**src/rtl/insn_queue_pkg.sv**
```systemverilog
// Shared types for the decode-to-dispatch instruction queue.
// Optional combinational bypass when empty is enabled by IQ_BYPASS_EN.
package insn_queue_pkg;

  localparam int IQ_DEPTH_DEF = 8;

  typedef struct packed {
    logic [31:0] pc;
    logic [31:0] insn;
    logic [4:0]  rd;
    logic [4:0]  rs1;
    logic [4:0]  rs2;
  } decoded_pack_t;

  typedef struct packed {
    decoded_pack_t pack;
    logic          branch;
  } iq_entry_t;

endpackage

```
**src/rtl/insn_queue.sv**
```systemverilog
// FIFO between decoder and dispatcher; squash from the ROB empties it.
// Define IQ_BYPASS_EN for zero-latency pass-through when empty.
module insn_queue
  import insn_queue_pkg::*;
#(
  parameter  int IQ_DEPTH   = IQ_DEPTH_DEF,
  localparam int IQ_PTR_LEN = $clog2(IQ_DEPTH),
  localparam int IQ_CNT_LEN = $clog2(IQ_DEPTH) + 1
) (
  input  logic                  clk,
  input  logic                  reset,
  input  logic                  squash,
  input  logic                  in_valid,
  input  decoded_pack_t         in_pack,
  input  logic                  in_branch,
  input  logic                  dispatch_stall,
  output logic                  out_valid,
  output decoded_pack_t         out_pack,
  output logic                  out_branch,
  output logic                  full,
  output logic [IQ_CNT_LEN-1:0] count
);

  iq_entry_t             mem_q [IQ_DEPTH];
  logic [IQ_PTR_LEN-1:0] head_q;
  logic [IQ_PTR_LEN-1:0] tail_q;
  logic [IQ_CNT_LEN-1:0] count_q;

  logic empty;
  logic byp;
  logic byp_take;
  logic enq;
  logic deq;

  assign empty = (count_q == '0);
  assign full  = (count_q == IQ_CNT_LEN'(IQ_DEPTH));
  assign count = count_q;

`ifdef IQ_BYPASS_EN
  assign byp      = empty & in_valid & ~squash;
  assign byp_take = byp & ~dispatch_stall;
`else
  assign byp      = 1'b0;
  assign byp_take = 1'b0;
`endif

  // A bypassed instruction consumed this cycle is never written.
  assign enq = in_valid & ~full & ~squash & ~byp_take;
  assign deq = ~empty & ~dispatch_stall & ~squash;

  assign out_valid = ~empty | byp;

  always_comb begin
    out_pack   = '0;
    out_branch = 1'b0;
    if (byp) begin
      out_pack   = in_pack;
      out_branch = in_branch;
    end else if (~empty) begin
      out_pack   = mem_q[head_q].pack;
      out_branch = mem_q[head_q].branch;
    end
  end

  always_ff @(posedge clk) begin
    if (reset) begin
      for (int i = 0; i < IQ_DEPTH; i++) begin
        mem_q[i] <= '0;
      end
    end else if (enq) begin
      mem_q[tail_q] <= '{pack: in_pack, branch: in_branch};
    end
  end

  // Depth is a power of two, so pointer overflow is the wrap.
  always_ff @(posedge clk) begin
    if (reset || squash) begin
      head_q  <= '0;
      tail_q  <= '0;
      count_q <= '0;
    end else begin
      if (enq) tail_q <= tail_q + IQ_PTR_LEN'(1);
      if (deq) head_q <= head_q + IQ_PTR_LEN'(1);
      unique case ({enq, deq})
        2'b10:   count_q <= count_q + IQ_CNT_LEN'(1);
        2'b01:   count_q <= count_q - IQ_CNT_LEN'(1);
        default: count_q <= count_q;
      endcase
    end
  end

endmodule
```
**config.mk**
```make
export PLATFORM = sky130hd
export DESIGN_NAME = insn_queue
export DESIGN_NICKNAME = d
export VERILOG_FILES = /design/src/rtl/insn_queue_pkg.sv /design/src/rtl/insn_queue.sv
export SDC_FILE = /design/constraint.sdc
export NUM_CORES = 1
export LEC_CHECK = 0
export ABC_AREA = 1
export BUFFER_PORTS_ARGS = -buffer_cell sky130_fd_sc_hd__buf_4
export CORE_MARGIN = 2
export CORE_UTILIZATION = 50
export CTS_BUF_LIST = sky130_fd_sc_hd__clkbuf_16
export CTS_CLUSTER_DIAMETER = 30
export DETAILED_ROUTE_END_ITERATION = 8
export GPL_TIMING_DRIVEN = 0
export PLACE_DENSITY_LB_ADDON = 0.08
export SYNTH_ARGS = -nofsm -noshare
export SYNTH_HDL_FRONTEND = slang
export SYNTH_SLANG_ARGS = --single-unit
export TNS_END_PERCENT = 100
```
**constraint.sdc**
```tcl
create_clock -name clk -period 20.5 [get_ports clk]
set_input_delay 1.025 -clock clk [delete_from_list [all_inputs] [get_ports clk]]
set_output_delay 1.025 -clock clk [all_outputs]
set_load 0.1 [all_outputs]
```
Word-level counts from Yosys, hierarchy flattened

Memories as Yosys holds them, arrays and structs flattened. A register that Yosys moved wholly into a read port is not among the register bits.
Index checks and enable logic that the tools add are counted.

Bits in registers: 10
Bits in latches: 0
Bits in writable memories: 640
Bits in read-only memories: 0
Logic and storage cells: 36
Memories kept: 1

$add $sub $neg: 4
Multiply operators: 0
Divide/modulo/power cells: 0
$lt $le $gt $ge: 0
Equal/unequal tests: 3
Shift operators: 0
Muxes and demuxes: 13
Bitwise logic cells: 8
Reductions and logical operators: 4

Memory list:

| memory | depth | bits a word | read ports | clocked after memory_dff | write ports | RTL line         | source |
|---|---|---|---|---|---|---|---|
| mem_q  | 8     | 80          | 1          | 1                        | 8           | insn_queue.sv:24 | `iq_entry_t mem_q [IQ_DEPTH];` |

Operator list:

| operator              | count |
|---|---|
| $mux W80              | 1 |
| $reduce_or A80 Y1     | 1 |
| $mux W79              | 1 |
| $mux W3               | 3 |
| $pmux W4 S2           | 1 |
| $mux W1               | 7 |
| $add A3 B1 Y3 const B | 2 |
| $add A4 B1 Y4 const B | 1 |
| $and A1 B1 Y1         | 4 |
| $eq A4 B4 Y1 const B  | 1 |
| $logic_not A4 Y1      | 1 |
| $not A1 Y1            | 4 |
| $sub A4 B1 Y4 const B | 1 |
| $eq A2 B1 Y1 const B  | 1 |
| $eq A2 B2 Y1 const B  | 1 |
| $reduce_bool A2 Y1    | 1 |
| $logic_or A1 B1 Y1    | 1 |

Depth between registers and ports, before layout

Depth in word-level cells: 9
Mapped depth: 13

Worst setup path before layout

Ideal clock, no wire load.

Kind: reg2reg
From: register count_q[2], in the netlist count[2]
To: memory mem_q[0][0] (netlist bit), enable pin
Setup time: 629 ps
Data arrival time: 7247 ps
Required time: 19871 ps
Slack: 12624 ps
Stages on the path, launching flop included: 5
Clock period less this slack: 7876 ps
Cells stage by stage: dfxtp_1 > inv_1 > nand3_2 > nand2_1 > o21ai_0

RTL lines:

| item                   | RTL line         | source |
|---|---|---|
| from (decl)            | insn_queue.sv:27 | `logic [IQ_CNT_LEN-1:0] count_q;` |
| from (signal assigned) | insn_queue.sv:85 | `2'b10: count_q <= count_q + IQ_CNT_LEN'(1);` |
| from (signal assigned) | insn_queue.sv:86 | `2'b01: count_q <= count_q - IQ_CNT_LEN'(1);` |
| from (signal assigned) | insn_queue.sv:87 | `default: count_q <= count_q;` |
| to (decl)              | insn_queue.sv:24 |  |

==> run metrics <==
Max VDD drop=roughly 0.000082 V; Ys Warns=0; share of cells above drive strength 1=0.154; critical path peak fanout=10; max incr delay on CP=roughly 0.9 ns; hold_sp=head_q[2]; worst hold margin=about 0.51 ns; postcts setup bufs=0; first-pass GRT wire length=about 140000 µm; fin worst setup slack=between 15 and 20 ns; RSZ-0062 raised after global routing=false; initial DRC count=between 2000 and 2500; Yosys top cell by area=edfxtp_1; relative slew slack=0.175; synth unique cells=27; fin area=between 30000 and 40000 µm²; Starting Density=0.503; async set or reset register ratio after synthesis=0; synth top area cells=edfxtp_1 62%, nor3_1 7.8%, nand2_1 7.0%, nor2_1 7.0%, o21ai_0 3.5%; HPWL after detailed placement=around 62000 µm; CP Data Arrival Time=between 3 and 4 ns; clk sinks=around 650; ys flop type=edfxtp_1; Mapped Area=between 30000 and 40000 µm²; total track usage=0.293; #FFs+latches synth=653; CTS tree=built; Die Wd=between 200 and 300 µm; Pleak=between 0.015 and 0.02 µW; clock slew at reported path FFs=0.04 ns; worst reg2reg setup slack=approximately 17 ns; CTS Buf Count=roughly 140; Post-layout nets=around 3700; Power Dens Cells=between 100 and 150 nW/µm²; IO Pins=around 170; gpl congestion=slightly below 0.9; vias in the first global route=approximately 24000; worst-path cell chain=clkbuf_1, inv_1, clkbuf_1, o21ai_0, nor2_1, nor2_1, buf_4; Cell Rows=between 90 and 100; sequential share of the synthesized area=0.631; Hold Path Sink=head_q[2]; Max Clk Rate=202 MHz; Max-Cap Viols=0; Final Hold Vio Count=0; Crit. End Element=output pin; Vias=approximately 25000; r2r startpoint=tail_q[1]; crit path max-delay cell type=clkbuf_1; Residual DRC=0; port bufs=170; largest net degree at the start of global routing=50; RR Endpoint=mem_q[4][36]; reg2reg path depth=7; Max Root-Sink Buffers=3; Via-to-Cell Ratio=approximately 5.5; Core Area=around 61000 µm²; dpl ws=16.29 ns; Comb power frac=0.083; Hold Path Cell Cnt=2; fillers=approximately 5000; sw frac=0.239; Synth-to-Final Area Change=24.9%; Post-synth top cells=640 x edfxtp_1, 579 x nand2_1, 572 x nor2_1; Wirelength per Cell=20.8 µm; final setup TNS=0 ns; die footprint=63800 µm²; Synth top area share=0.622; Pins Over Slew Limit=0; worst skew pair latency=around 0.7 ns; Final Routed Wirelength=between 90000 and 100000 µm; worst clock skew=0.0175 ns; Seq pwr share=0.367; initial antenna violation count=5; DRT Pass-1 Iters=6; Startpoint Class=register; mean post-synth cell area=about 9.5 µm²; n_diodes=0; H-tree levels=4; min Tclk post-route=around 4.9 ns; # setup viols final=0; status=finished clean; cell with the most instances after synthesis=edfxtp_1; cts hold-fix bufs=0; Die H=approximately 250 µm; post-route ant nets=0; GR Overflow Total=0; Crit path required time=roughly 19 ns; worst hold path type=register to register; Net Sw Power=995 µW; Slew @ Worst Pin=about 1.2 ns; post_cts resized=0; internal power=approximately 3200 µW; period utilization=0.241; Placement Cell Area=roughly 34000 µm²; Mapped Cells=~3200; root buffer cell=clkbuf_16; Clk network pwr share=0.550; Crit Path Class=register to output pin; syn_nets=between 3000 and 4000; EDFF count, synth=640
placed cells by master (no fill, tap or decap), drive strengths merged:
cell | netlist | layout
nand3 | 172 | 172
clkbuf | 93 | 246
o21ai | 249 | 249
fa | 1 | 1
clkinvlp | 0 | 7
nand2 | 579 | 579
xnor2 | 2 | 2
nor3 | 481 | 481
bufinv | 0 | 20
xor2 | 3 | 3
edfxtp | 640 | 640
a211oi | 1 | 1
a21oi | 7 | 7
dfxtp | 13 | 13
buf | 156 | 347
nand4 | 2 | 2
ha | 5 | 5
nor2 | 573 | 573
clkinv | 0 | 55
inv | 261 | 287
logic make-up after synthesis:
kind of cell | Yosys count | share of synthesized area
xor+xnor | 5 | 0.00142
simple gates | 1807 | 0.249
buf+inv | 510 | 0.0749
flops | 653 | 0.631
compound gates | 257 | 0.0417
fa+ha+maj | 6 | 0.00267
registers in the layout, indices dropped and copies added, names as in the netlist, named ones only:
name / cells
head_q: 3
mem_q: 640
count: 4
tail_q: 3
stage by stage:
| stage | instances | utilization | total power (µW) |
|---|---|---|---|
| 3_5_place_dp | 4219 | 0.550 | 1900 |
| 2_1_floorplan | 3238 | - | 1790 |
| 6_report | 4480 | 0.629 | 4170 |
| 3_3_place_gp | 4198 | 0.540 | 1900 |
| 5_1_grt | 4480 | 0.629 | 4270 |
| 4_1_cts | 4480 | 0.629 | 4180 |
power groups by stage:
stage | clock network, µW | registers [µW] | logic, µW
6_report | 2290 | 1530 | 346
5_1_grt | 2370 | 1540 | 366
4_1_cts | 2300 | 1530 | 345
3_5_place_dp | 0 | 1550 | 343
3_3_place_gp | 0 | 1570 | 325
2_1_floorplan | 0 | 1560 | 221
routing by layer:
layer  track usage  vias up  part of all wire
met3        0.0608      187             0.081
met5             0        -           0.00012
li1              -    11600                 -
met1         0.375    11800              0.40
met4         0.118        2             0.031
met2         0.487     1046              0.49
worst max-delay path, delay by kind of cell (launching register included):
family,cells,cell delay [ns]
AOI/OAI and AO/OA,1,0.20
and+or+nand+nor,2,0.32
buffers and inverters,4,2.38
DFF,1,0.30
cell type report:
class                   count  area (µm²)  share of cell area
clock inverters           108        1020              0.0265
inverters                 261         982              0.0255
well taps                 790         988              0.0256
plain buffers             249        1330              0.0345
repair buffers            191        1770              0.0459
flip-flops and latches    653       19500               0.505
clock buffers             153        3830              0.0992
multi-input cells        2075        9180               0.238
worst max-delay path by stage:
stage,start,to,slack [ns],cells after the start
3_5_place_dp,reset,mem_q[4][33],16.29,8
3_3_place_gp,reset,mem_q[4][30],8.51,5
6_report,register,out_pack[73],15.56,7
4_1_cts,register,out_pack[73],15.58,7
5_1_grt,register,out_pack[73],15.50,7
2_1_floorplan,count[2],mem_q[0][0],12.62,4
Power figures use the tool's default switching activity.
